**config.mk**
```make
export PLATFORM = sky130hd
export DESIGN_NAME = noc_xbar_reg
export DESIGN_NICKNAME = d
export VERILOG_FILES = /design/src/rtl/noc_xbar_pkg.sv /design/src/rtl/noc_xbar_out_stage.sv /design/src/rtl/noc_xbar_reg.sv
export SDC_FILE = /design/constraint.sdc
export NUM_CORES = 1
export LEC_CHECK = 0
export ABC_AREA = 1
export ABC_CLOCK_PERIOD_IN_PS = 2850
export CAP_MARGIN = 30
export CORE_MARGIN = 2
export CORE_UTILIZATION = 35
export DETAILED_ROUTE_END_ITERATION = 10
export DONT_BUFFER_PORTS = 1
export HOLD_SLACK_MARGIN = 0.03
export MAX_ROUTING_LAYER = met4
export PLACE_DENSITY = 0.58
export SLEW_MARGIN = 20
export SYNTH_ARGS = -nofsm -noshare
export SYNTH_HDL_FRONTEND = slang
export SYNTH_SLANG_ARGS = --single-unit
```
**constraint.sdc**
```tcl
create_clock -name clk -period 2.85 [get_ports clk]
set_input_delay 0.57 -clock clk [delete_from_list [all_inputs] [get_ports clk]]
set_output_delay 0.57 -clock clk [all_outputs]
set_load 0.02 [all_outputs]
```
**src/rtl/noc_xbar_pkg.sv**
```systemverilog
// ============================================================================
// Module   : noc_xbar_pkg
// Brief    : Shared constants, port-index enum and select-width helper for
//            the registered NoC crossbar.
// Revision : 1.0 - initial release
// ============================================================================
`default_nettype none

package noc_xbar_pkg;

    localparam int NOC_FLIT_W = 32;
    localparam int NOC_PORTS  = 5;

    typedef enum logic [2:0] {
        LOCAL = 3'd0,
        NORTH = 3'd1,
        EAST  = 3'd2,
        SOUTH = 3'd3,
        WEST  = 3'd4
    } noc_port_e;

    // Ceiling log2, usable in parameter defaults.
    function automatic int sel_width(input int n);
        int w;
        w = 0;
        for (int p = 1; p < n; p = p * 2) begin
            w = w + 1;
        end
        return w;
    endfunction

endpackage

`default_nettype wire

```
**src/rtl/noc_xbar_out_stage.sv**
```systemverilog
// ============================================================================
// Module   : noc_xbar_out_stage
// Brief    : One crossbar output: single-flit register with valid/ready
//            handshake and optional saturating flit counter
//            (NOC_XBAR_STATS_EN).
// Revision : 1.0 - initial release
// ============================================================================
`default_nettype none

module noc_xbar_out_stage
    import noc_xbar_pkg::*;
#(
    parameter int WIDTH = NOC_FLIT_W
`ifdef NOC_XBAR_STATS_EN
    , parameter int CNT_W = 16
`endif
) (
    input  logic             clk,
    input  logic             rst_n,
    input  logic             load,
    input  logic [WIDTH-1:0] din,
    input  logic             out_ready,
    output logic             can_load,
    output logic [WIDTH-1:0] out_data,
    output logic             out_valid
`ifdef NOC_XBAR_STATS_EN
    , output logic [CNT_W-1:0] flit_cnt
`endif
);

    logic [WIDTH-1:0] r_data;
    logic             r_valid;

    // Empty or draining this cycle: a new flit may be written in.
    assign can_load  = !r_valid || out_ready;
    assign out_data  = r_data;
    assign out_valid = r_valid;

    always_ff @(posedge clk or negedge rst_n) begin
        if (!rst_n) begin
            r_data  <= '0;
            r_valid <= 1'b0;
        end else if (load) begin
            r_data  <= din;
            r_valid <= 1'b1;
        end else if (r_valid && out_ready) begin
            r_valid <= 1'b0;
        end
    end

`ifdef NOC_XBAR_STATS_EN
    logic [CNT_W-1:0] r_cnt;

    always_ff @(posedge clk or negedge rst_n) begin
        if (!rst_n) begin
            r_cnt <= '0;
        end else if (load && (r_cnt != {CNT_W{1'b1}})) begin
            r_cnt <= r_cnt + 1'b1;
        end
    end

    assign flit_cnt = r_cnt;
`endif

endmodule

`default_nettype wire

```
**src/rtl/noc_xbar_reg.sv**
```systemverilog
// ============================================================================
// Module   : noc_xbar_reg
// Brief    : N_IN x N_OUT registered crossbar with per-output source select,
//            lowest-index-wins conflict resolution and sticky select error.
//            Define NOC_XBAR_STATS_EN to add per-output flit counters.
// Revision : 1.0 - initial release
// ============================================================================
`default_nettype none

module noc_xbar_reg
    import noc_xbar_pkg::*;
#(
    parameter int WIDTH = NOC_FLIT_W,
    parameter int N_IN  = NOC_PORTS,
    parameter int N_OUT = NOC_PORTS,
    parameter int SEL_W = sel_width(N_IN)
`ifdef NOC_XBAR_STATS_EN
    , parameter int CNT_W = 16
`endif
) (
    input  logic                   clk,
    input  logic                   rst_n,
    input  logic [WIDTH*N_IN-1:0]  in_data,
    input  logic [N_IN-1:0]        in_valid,
    output logic [N_IN-1:0]        in_ready,
    input  logic [SEL_W*N_OUT-1:0] sel,
    input  logic [N_OUT-1:0]       sel_en,
    output logic [WIDTH*N_OUT-1:0] out_data,
    output logic [N_OUT-1:0]       out_valid,
    input  logic [N_OUT-1:0]       out_ready,
    output logic                   conflict_err
`ifdef NOC_XBAR_STATS_EN
    , output logic [CNT_W*N_OUT-1:0] flit_cnt
`endif
);

    logic [SEL_W-1:0] w_sel [N_OUT];
    logic [WIDTH-1:0] w_mux [N_OUT];
    logic [N_OUT-1:0] w_in_rng;
    logic [N_OUT-1:0] w_cand;
    logic [N_OUT-1:0] w_win;
    logic [N_OUT-1:0] w_can_load;
    logic [N_OUT-1:0] w_xfer;
    logic             w_dup;
    logic             w_oor;
    logic             r_conflict_err;

    // Per-output source decode: range check, valid lookup and data mux.
    always_comb begin
        for (int k = 0; k < N_OUT; k++) begin
            w_sel[k]    = sel[k*SEL_W +: SEL_W];
            w_in_rng[k] = 32'(w_sel[k]) < N_IN;
            w_cand[k]   = 1'b0;
            w_mux[k]    = '0;
            for (int i = 0; i < N_IN; i++) begin
                if (32'(w_sel[k]) == i) begin
                    w_cand[k] = sel_en[k] && in_valid[i];
                    w_mux[k]  = in_data[i*WIDTH +: WIDTH];
                end
            end
        end
    end

    // Any lower-index candidate on the same source beats output k.
    always_comb begin
        w_win = '1;
        w_dup = 1'b0;
        w_oor = 1'b0;
        for (int k = 0; k < N_OUT; k++) begin
            if (sel_en[k] && !w_in_rng[k]) begin
                w_oor = 1'b1;
            end
            for (int j = 0; j < k; j++) begin
                if (w_sel[j] == w_sel[k]) begin
                    if (w_cand[j] && w_cand[k]) begin
                        w_win[k] = 1'b0;
                    end
                    if (sel_en[j] && sel_en[k] && w_in_rng[k]) begin
                        w_dup = 1'b1;
                    end
                end
            end
        end
    end

    always_comb begin
        w_xfer   = w_cand & w_win & w_can_load;
        in_ready = '0;
        for (int k = 0; k < N_OUT; k++) begin
            for (int i = 0; i < N_IN; i++) begin
                if (w_xfer[k] && (32'(w_sel[k]) == i)) begin
                    in_ready[i] = 1'b1;
                end
            end
        end
    end

    always_ff @(posedge clk or negedge rst_n) begin
        if (!rst_n) begin
            r_conflict_err <= 1'b0;
        end else if (w_dup || w_oor) begin
            r_conflict_err <= 1'b1;
        end
    end

    assign conflict_err = r_conflict_err;

    for (genvar k = 0; k < N_OUT; k++) begin : g_out
        noc_xbar_out_stage #(
            .WIDTH (WIDTH)
`ifdef NOC_XBAR_STATS_EN
            , .CNT_W (CNT_W)
`endif
        ) u_stage (
            .clk       (clk),
            .rst_n     (rst_n),
            .load      (w_xfer[k]),
            .din       (w_mux[k]),
            .out_ready (out_ready[k]),
            .can_load  (w_can_load[k]),
            .out_data  (out_data[k*WIDTH +: WIDTH]),
            .out_valid (out_valid[k])
`ifdef NOC_XBAR_STATS_EN
            , .flit_cnt (flit_cnt[k*CNT_W +: CNT_W])
`endif
        );
    end

endmodule

`default_nettype wire

```
==> flow_summary.json <==
{
  "synth_top_area_frac": 0.351,
  "rsz0062_at_grt": "false",
  "cts_buffers": 17,
  "synth.net_count": 1883,
  "fmax_ghz": 0.387,
  "yosys_warnings": 0,
  "grt_util_all_layers": 0.338,
  "ctsLongestPathBuffers": 2,
  "power.switching_mw": 3.53,
  "synth_seq_cells": 166,
  "finalHoldViolations": 166,
  "drive_gt1_frac": 0.0943,
  "first_pass_iters": 6,
  "antenna_found_initial": 0,
  "place_ws_ns": 0.317,
  "fin_nets": 1823,
  "synth-main-ff-cell": "dfrtp_1",
  "synth_common_cells": "nand2_1, a21oi_1, inv_1, dfrtp_1, o22ai_1",
  "instances_no_fill": 2092,
  "cts_tree": "yes",
  "tns_ns": 0,
  "wl_per_cell_um": 28.2,
  "die_h_um": 188,
  "worstPathMaxFanout": 7,
  "routed_via_density": 6.30,
  "netlist_instances": 1691,
  "gp_congestion": 0.985,
  "final_antenna_net_count": 0,
  "min_period_ns": 2.58,
  "syn_to_final_growth_pct": 8.15,
  "port_buffers": 0,
  "syn_area_sq_um": 11900,
  "status": "complete, but fails checks",
  "slew_violations": 0,
  "h-tree-depth": 4,
  "placed_cells": 2060,
  "diodes": 0,
  "post-cts-setup-buffer-count": 0,
  "drtIter0Drc": 1688,
  "relSlewSlack": 0.576,
  "ioPinCount": 363,
  "synth_area_leaders": "dfrtp_1, nand2_1, a21oi_1, o22ai_1, inv_1",
  "min_period_over_period": 0.907,
  "cp.arrival_ns": 2.01,
  "p_int_mw": 4.75,
  "drc": 0,
  "nFillCells": 3586,
  "synth_edf_count": 0,
  "fin_util": 0.383,
  "power_density_nw_per_um2": 646,
  "p_leak_nw": 5.91,
  "holdWs_ns": -0.188,
  "hold_path.class": "in -> async",
  "startpoint_type": "input port",
  "dp_hpwl_um": 39500,
  "worstPathRequired_ns": 2.28,
  "seq_power_share": 0.512,
  "grt_pass1_vias": 13100,
  "critical_path_class": "in -> out",
  "yosysTopAreaCell": "dfrtp_1",
  "share_comb_of_total_power": 0.204,
  "core_area_sq_um": 33400,
  "wirelength_um": 59000,
  "maxCapViolCount": 0,
  "grt_pass1_wl_um": 86900,
  "fp.dieW_um": 188,
  "ctsResizeCount": 0,
  "route.vias.total": 13200,
  "gr-total-overflow": 0,
  "setup_slack_ns": 0.265,
  "power_mw": 8.28,
  "clock-sinks": 166,
  "worstMarginPinSlew_ns": 0.635,
  "final_cell_area_sq_um": 12800,
  "insertion_delay_ns": 0.45,
  "finalSetupViolCount": 0,
  "path_clk_slew_ns": 0.07,
  "synth.most_common_cell": "nand2_1",
  "ir_drop_uv": 443,
  "ys_types": 34,
  "async_flop_share": 1.00,
  "rows": 67,
  "dieArea_sq_um": 35300,
  "violations": "hold timing",
  "endpoint_kind": "output pin",
  "finClkSkew_ns": 0.0123,
  "avgSynthCellArea_sq_um": 7.01,
  "p_clk_frac": 0.284,
  "clockRootBuffer": "clkbuf_16",
  "placed_area_sq_um": 12200,
  "grt_max_degree": 167,
  "start_util": 0.354,
  "p_sw_frac": 0.426,
  "synth-seq-area-share": 0.351
}
-- worst max-delay path: stages --
cell and delay [ns]:
inv_2 0.04, nor2_1 0.15, o21ai_1 0.09, nand3_1 0.12
nand2_1 0.07, nand2_2 0.15, nand2_2 0.12, inv_2 0.15
nand3_1 0.10, o21ai_0 0.16, nor2_1 0.09, nand2_1 0.20
-- flip-flops by register name, indices dropped and copies added (netlist names) --
name and flops:
conflict_err 1, g_out.u_stage.out_data 160, g_out.u_stage.out_valid 5
-- power by group through the flow --
stage	Combinational (mW)	Sequential, mW	Clock, mW
after global placement	1.63	4.27	0
final	1.69	4.24	2.35
after floorplan	1.30	3.99	0
after CTS	1.66	4.23	2.39
after global routing	1.89	4.29	2.47
after detailed placement	1.66	4.26	0
-- path summary, 6_finish.rpt --
path | from | to | slack (ns) | cells past startpoint
max reg2reg | g_out[3].u_stage.out_valid$_DFFE_PN0P_ | g_out[3].u_stage.out_data[24]$_DFFE_PN0P_ | 0.67 | 8
min in group clk | out_ready[3] | g_out[3].u_stage.out_valid$_DFFE_PN0P_ | 0.22 | 1
min reg2reg | g_out[0].u_stage.out_data[24]$_DFFE_PN0P_ | g_out[0].u_stage.out_data[24]$_DFFE_PN0P_ | 0.63 | 2
max | sel[1] | in_ready[4] | 0.27 | 12
max in group asynchronous | rst_n | g_out[2].u_stage.out_data[5]$_DFFE_PN0P_ | 2.55 | 0
min | rst_n | g_out[2].u_stage.out_data[25]$_DFFE_PN0P_ | -0.19 | 0
-- per-layer routing --
layer / track usage / wire length [um] / part of all wire / vias to the layer above
met3: 0.0949 / 7150 / 0.12 / 201
met1: 0.407 / 22100 / 0.38 / 6227
met2: 0.520 / 26600 / 0.45 / 1005
met5: - / 0 / 0 / -
met4: 0.169 / 3100 / 0.053 / 0
li1: - / - / - / 5756
-- placed cells by master, fill, tap and decap left out, types with 3 or more instances in the layout --
| cell type | instances |
|---|---|
| nor3_2 | 3 |
| clkinv_1 | 5 |
| clkbuf_16 | 17 |
| o21ai_1 | 39 |
| nor2_4 | 8 |
| a211oi_1 | 13 |
| nand4_1 | 9 |
| nor3_1 | 15 |
| nand2_2 | 12 |
| o21ai_0 | 133 |
| o22ai_1 | 163 |
| xor2_1 | 18 |
| xnor2_1 | 11 |
| inv_1 | 175 |
| a21oi_1 | 231 |
| buf_4 | 44 |
| inv_2 | 15 |
| nand3_1 | 29 |
| o21ai_2 | 27 |
| clkinv_4 | 5 |
| buf_12 | 6 |
| o221ai_1 | 64 |
| inv_6 | 5 |
| dfrtp_1 | 166 |
| nand2_1 | 376 |
| nand3_2 | 4 |
| nor2_1 | 35 |
-- cell families after synthesis --
| group | after synthesis | synth area share |
|---|---|---|
| AOI/OAI and AO/OA | 674 | 0.334 |
| and+or+nand+nor | 498 | 0.176 |
| xor gates and xnor gates | 29 | 0.0214 |
| DFF | 166 | 0.351 |
| buffers and inverters | 324 | 0.118 |
-- layout make-up --
cell class	instances	area, sq um	share of cell area
sequential	166	4150	0.324
clock inverter	14	139	0.0108
clock buffer	18	429	0.0335
inverter	195	732	0.0571
timing repair buffer	50	450	0.0351
multi-input combinational	1201	6350	0.496
tap	448	561	0.0437
Note: power is estimated with default switching activity, not from simulation.
